### config.mk
export PLATFORM = sky130hd
export DESIGN_NAME = matrix_reader
export DESIGN_NICKNAME = d
export VERILOG_FILES = /design/src/rtl/matrix_reader.sv
export SDC_FILE = /design/constraint.sdc
export NUM_CORES = 1
export LEC_CHECK = 0
export ABC_AREA = 1
export BUFFER_PORTS_ARGS = -buffer_cell sky130_fd_sc_hd__buf_4
export CAP_MARGIN = 5
export CORE_ASPECT_RATIO = 1.4
export CORE_MARGIN = 4
export CORE_UTILIZATION = 47
export CTS_CLUSTER_SIZE = 14
export DETAILED_ROUTE_END_ITERATION = 12
export PLACE_DENSITY = 0.79
export SLEW_MARGIN = 40
export SYNTH_ARGS = -nofsm -noshare
export SYNTH_HDL_FRONTEND = slang
export SYNTH_SLANG_ARGS = --single-unit
### constraint.sdc
create_clock -name clk -period 1.5 [get_ports clk]
set_input_delay 0.3 -clock clk [delete_from_list [all_inputs] [get_ports clk]]
set_output_delay 0.3 -clock clk [all_outputs]
set_load 0.1 [all_outputs]
### src/rtl/matrix_reader.sv
// matrix_reader
//   Loads an n x n matrix of 32-bit words, streamed row-major over a
//   valid/ready handshake, into a matrix buffer RAM (one write per word).
//   Feeds the A/B operand buffers of the matrix multiplier.
//
// Build option:
//   MATRIX_READER_TRANSPOSE_EN - when defined, each word is written to
//   {j, i} instead of {i, j}, storing the stream column-major (used to
//   preload the B operand as its transpose). Handshake and timing unchanged.
//
// Ports:
//   clk, rst_n   clock (rising edge), asynchronous active-low reset
//   start        begin a load; honoured in IDLE and DONE only
//   in_data      stream word, row-major order
//   in_valid     in_data valid
//   in_ready     block accepts a word this cycle (high in LOAD)
//   mem_we       RAM write strobe, one cycle after each accept
//   mem_addr     RAM word address
//   mem_wdata    RAM write data
//   i, j         row/column index of the next word to accept (n_len+1 bits)
//   busy         high in LOAD
//   done         high in DONE

module matrix_reader #(
  parameter int n     = 8,
  parameter int n_len = $clog2(n)
) (
  input  logic                 clk,
  input  logic                 rst_n,
  input  logic                 start,
  input  logic [31:0]          in_data,
  input  logic                 in_valid,
  output logic                 in_ready,
  output logic                 mem_we,
  output logic [2*n_len-1:0]   mem_addr,
  output logic [31:0]          mem_wdata,
  output logic [n_len:0]       i,
  output logic [n_len:0]       j,
  output logic                 busy,
  output logic                 done
);

  typedef enum logic [1:0] {
    IDLE = 2'd0,
    LOAD = 2'd1,
    DONE = 2'd2
  } state_t;

  localparam logic [n_len:0] IDX_LAST = (n_len + 1)'(n - 1);
  localparam logic [n_len:0] IDX_ONE  = (n_len + 1)'(1);

  state_t               state_q, state_d;
  logic [n_len:0]       i_q, i_d;
  logic [n_len:0]       j_q, j_d;
  logic                 we_q, we_d;
  logic [2*n_len-1:0]   addr_q, addr_d;
  logic [31:0]          wdata_q, wdata_d;
  logic                 accept;
  logic [2*n_len-1:0]   word_addr;

`ifdef MATRIX_READER_TRANSPOSE_EN
  assign word_addr = {j_q[n_len-1:0], i_q[n_len-1:0]};
`else
  assign word_addr = {i_q[n_len-1:0], j_q[n_len-1:0]};
`endif

  assign in_ready = (state_q == LOAD);
  assign accept   = in_valid & in_ready;

  always_comb begin
    state_d = state_q;
    i_d     = i_q;
    j_d     = j_q;
    we_d    = 1'b0;
    addr_d  = addr_q;
    wdata_d = wdata_q;
    unique case (state_q)
      IDLE, DONE: begin
        if (start) begin
          state_d = LOAD;
          i_d     = '0;
          j_d     = '0;
        end
      end
      LOAD: begin
        if (accept) begin
          we_d    = 1'b1;
          addr_d  = word_addr;
          wdata_d = in_data;
          if (j_q == IDX_LAST) begin
            j_d = '0;
            i_d = i_q + IDX_ONE;
            // Last word: i rolls to n and the load completes on this edge.
            if (i_q == IDX_LAST) state_d = DONE;
          end else begin
            j_d = j_q + IDX_ONE;
          end
        end
      end
      default: state_d = IDLE;
    endcase
  end

  always_ff @(posedge clk or negedge rst_n) begin
    if (!rst_n) begin
      state_q <= IDLE;
      i_q     <= '0;
      j_q     <= '0;
      we_q    <= 1'b0;
      addr_q  <= '0;
      wdata_q <= '0;
    end else begin
      state_q <= state_d;
      i_q     <= i_d;
      j_q     <= j_d;
      we_q    <= we_d;
      addr_q  <= addr_d;
      wdata_q <= wdata_d;
    end
  end

  assign mem_we    = we_q;
  assign mem_addr  = addr_q;
  assign mem_wdata = wdata_q;
  assign i         = i_q;
  assign j         = j_q;
  assign busy      = (state_q == LOAD);
  assign done      = (state_q == DONE);

endmodule

## Word level (Yosys, flattened, before mapping)

Index checks and enable logic that the tools add are counted.

- Register bits: 49
- Output and inout port bits: 50
- Input port bits: 36

- Equality and inequality tests: 8
- Muxes and demuxes: 14
- Reductions and logical operators: 7
- Add/subtract/negate cells: 2
- Bitwise operators: 1

Operators by type and width:

| kind | number |
|---|---|
| two-way mux 4 bit | 5 |
| one-hot mux 4 bit (2 select lines) | 2 |
| adder 4 x 1 -> 4 bit (second input constant) | 2 |
| equality test 4 x 3 -> 1 bit (second input constant) | 2 |
| two-way mux 2 bit | 4 |
| AND reduction 4 bit | 2 |
| inequality test 2 x 1 -> 1 bit (second input constant) | 3 |
| one-hot mux 2 bit (2 select lines) | 1 |
| AND reduction 3 bit | 1 |
| equality test 2 x 1 -> 1 bit (second input constant) | 1 |
| equality test 2 bit (second input constant) | 1 |
| zero test 2 bit | 1 |
| two-way mux 1 bit | 2 |
| inequality test 2 bit (second input constant) | 1 |
| AND reduction 2 bit | 1 |
| nonzero test 2 bit | 1 |
| OR reduction 2 bit | 1 |
| AND 1 bit | 1 |

## Depth between registers and ports, before layout

- Depth after elaboration: 5
- Depth in mapped cells: 7
- Gate-level depth less buffers: 6

## Worst setup path before layout

OpenSTA, ideal clock, no wires.

- Path type: register to output
- Start point: register state_q[1]
- End point: output port done
- Cell stages (with the launch flop): 3
- Path buffers: 0
- Setup slack: -0.597 ns
- Data arrival time: 1.797 ns
- Required time: 1.200 ns
- Path through: dfrtp_1 inv_2 nor2_1

- Cells in the longest elaborated chain, start to end: 1

Ends and longest elaborated chain:

| item | RTL line | text |
|---|---|---|
| from (decl) | 52 | `state_t state_q, state_d;` |
| from (signal assigned) | 113 | `state_q <= state_d;` |
| equality test 2 bit | 128 | `assign done = (state_q == DONE);` |
| to (decl) | 40 | `output logic done` |

No other way between the ends.

## Worst setup path after layout

Same ends and word-level chain as after synthesis.

==> flow_metrics.tcl <==
set metrics [dict create \
    outcome "completed" \
    drt_wl_total_um 4630 \
    yosys.area.top_type_share 0.598 \
    reg2regPathDepth 5 \
    viasPerCell 4.58 \
    synth.area.top_cells "dfrtp_1, nand2_1, buf_6" \
    synth_common_cells "nand2_1, dfrtp_1, nand3_1" \
    fin_nets 362 \
    drive_above_1_share 0.364 \
    cts_tree "done" \
    synth_nets 270 \
    worstHoldPathType "input port to flip-flop" \
    drcViolationCount 0 \
    ys_seq_area_frac 0.598 \
    synth_seq_cells 49 \
    die_y_um 86.2 \
    clock_path_buffers 2 \
    start_kind "flip-flop" \
    maxSlewViolCount 0 \
    grt_pass1_vias 1690 \
    post-route-period-util 0.966 \
    drtIter0Drc 49 \
    design_area_um2 2910 \
    ys.flop_type "dfrtp_1" \
    crit_path_end_kind "output port" \
    wl_per_cell_um 12.1 \
    synth_area_um2 2050 \
    ys_async_sr_fraction 1.00 \
    io_buffer_count 85 \
    vias 1759 \
    fin_crit_ns 1.45 \
    start_util 0.484 \
    hold_viol_final 0 \
    layout.cells.non_filler 384 \
    clk_latency_ns 0.28 \
    reg2reg_to "i[2]$_DFFE_PN0P_" \
    p_leak_nw 1.63 \
    fmax_mhz 690 \
    postRouteAntennaNets 0 \
    fp-row-count 28 \
    grt_antenna_before_repair 0 \
    grt_pass1_wl_um 7510 \
    yosys_warnings 0 \
    powerDensity_nw_per_um2 1680 \
    hpwl_um 3410 \
    cts_max_level 2 \
    placed_cell_area_um2 2770 \
    min_from "start" \
    die_x_um 63.8 \
    hold_end "state_q[1]$_DFFE_PN0P_" \
    cts_buffers 5 \
    regToRegStartpoint "j[0]$_DFFE_PN0P_" \
    worstSetupPathType "flip-flop to output port" \
    clock-sinks 49 \
    gp_congestion 0.812 \
    place_inst 374 \
    die_area_um2 5500 \
    area_growth_pct 41.6 \
    worstMarginPinSlew_ns 0.286 \
    required_ns 1.20 \
    min_path_cells 2 \
    fin_worst_skew_ns 0.00162 \
    clk_pin_slew_worst_paths_ns 0.08 \
    synth_top_area_cell "dfrtp_1" \
    power_mw 4.89 \
    avgSynthCellArea_um2 8.84 \
    cts_root_buffer "clkbuf_8" \
    drt_pass1_iterations 4 \
    pre_cts_slack_ns 0.166 \
    slew_headroom 0.811 \
    critical_path_arrival_ns 1.15 \
    diodes 0 \
    ir_worst_vdd_v 0.00130 \
    setup_viol 0 \
    grt-ovfl-total 0 \
    core_area_um2 4240 \
    grt_use_total 0.168 \
    grt_max_degree 37 \
    crit_path_max_fanout 6 \
    reg2reg_slack_ns 0.18 \
    synth-edff-count 0 \
    maxCapViolations 0 \
    yosysUniqueCellTypes 19 \
    final_critical_path_setup_slack_ns 0.0513 \
    synth.most_common_cell "nand2_1" \
    nFillCells 361 \
    syn-instance-count 232 \
    io_pins 86 \
]
==> metrics by stage <==
step                       util  setup TNS (ns)  hold WS, ns
after floorplan               -          -0.246      0.00441
after global placement    0.654               0        0.169
after detailed placement  0.654               0        0.173
after CTS                 0.680         -0.0158        0.186
after global routing      0.685        -0.00224        0.185
final                     0.685               0        0.192
==> worst max-delay path by stage <==
| stage | to | startpoint | cells past startpoint |
|---|---|---|---|
| after floorplan | done | state_q[1]$_DFFE_PN0P_ | 2 |
| final | done | state_q[1]$_DFFE_PN0P_ | 3 |
| after global routing | done | state_q[1]$_DFFE_PN0P_ | 3 |
| after detailed placement | in_ready | state_q[0]$_DFFE_PN0P_ | 3 |
| after global placement | in_ready | state_q[0]$_DFFE_PN0P_ | 3 |
| after CTS | in_ready | state_q[0]$_DFFE_PN0P_ | 3 |
==> flip-flops by register name (all words and copies together), names as in the netlist <==
register	flops
mem_wdata	32
j	4
mem_we	1
i	4
mem_addr	6
state_q	2
==> where the power goes <==
| group | internal [mW] | switching [mW] | leakage [nW] |
|---|---|---|---|
| combinational | 0.495 | 1.90 | 0.995 |
| sequential | 1.55 | 0.195 | 0.594 |
| clock | 0.366 | 0.381 | 0.0443 |
==> worst max-delay path: stages, from the launching register on <==
cell and delay, ns:
dfrtp_2 0.43, inv_2 0.10, nor2_2 0.11, buf_6 0.23
==> area by class of cell <==
| type | instances | area, µm² | area share |
|---|---|---|---|
| timing repair buffer | 94 | 752 | 0.259 |
| tap | 60 | 75.1 | 0.0258 |
| clock buffer | 7 | 86.3 | 0.0297 |
| multi-input combinational | 166 | 719 | 0.248 |
| inverter | 8 | 30.0 | 0.0103 |
| sequential | 49 | 1240 | 0.428 |
==> repair_timing <==
| item | CTS | global route |
|---|---|---|
| gates resized for setup | 5 | 2 |
| endpoints found under the hold margin | 13 | 0 |
| buffers inserted | 0 | 2 |
| pin swaps | 0 | 0 |
| setup endpoints to repair | 3 | 2 |
| hold buffers | 1 | 0 |
==> logic make-up (layout without fill, tap and decap cells) <==
logic type                 after synthesis  after routing  share of synthesized area
buffers and inverters                   17            109                     0.0530
AOI/OAI and AO/OA                        7              7                     0.0195
adders and majority gates                2              2                     0.0122
DFF                                     49             49                      0.598
and+or+nand+nor                        156            156                      0.313
xor gates and xnor gates                 1              1                    0.00427
==> placed cells by master (no fill, tap or decap) <==
cell | synthesis | routed
nand2_1 | 134 | 134
buf_4 | 1 | 88
dfrtp_1 | 49 | 40
nand3_1 | 8 | 8
dfrtp_2 | 0 | 7
clkbuf_8 | 0 | 6
inv_1 | 5 | 5
o21ai_0 | 5 | 5
nor2_1 | 5 | 4
inv_2 | 3 | 3
nand2_2 | 3 | 3
nand4_1 | 3 | 3
ha_1 | 2 | 2
dfrtp_4 | 0 | 2
buf_8 | 0 | 2
buf_12 | 0 | 2
nor2_8 | 1 | 1
nor2_2 | 0 | 1
nand3_4 | 1 | 1
xor2_1 | 1 | 1
or2_2 | 1 | 1
o211ai_1 | 1 | 1
o31ai_1 | 1 | 1
clkbuf_1 | 0 | 1
dlygate4sd3_1 | 0 | 1
buf_6 | 5 | 1
==> routing by layer <==
metal	up-vias	wire [µm]	part of all wire	global-route usage
li1	897	-	-	-
met1	807	1810	0.39	0.194
met2	50	2540	0.55	0.314
met3	5	225	0.049	0.0272
met4	0	59	0.013	0.0511
met5	-	0	0	0
No activity file was read; power rests on OpenSTA's default activity.
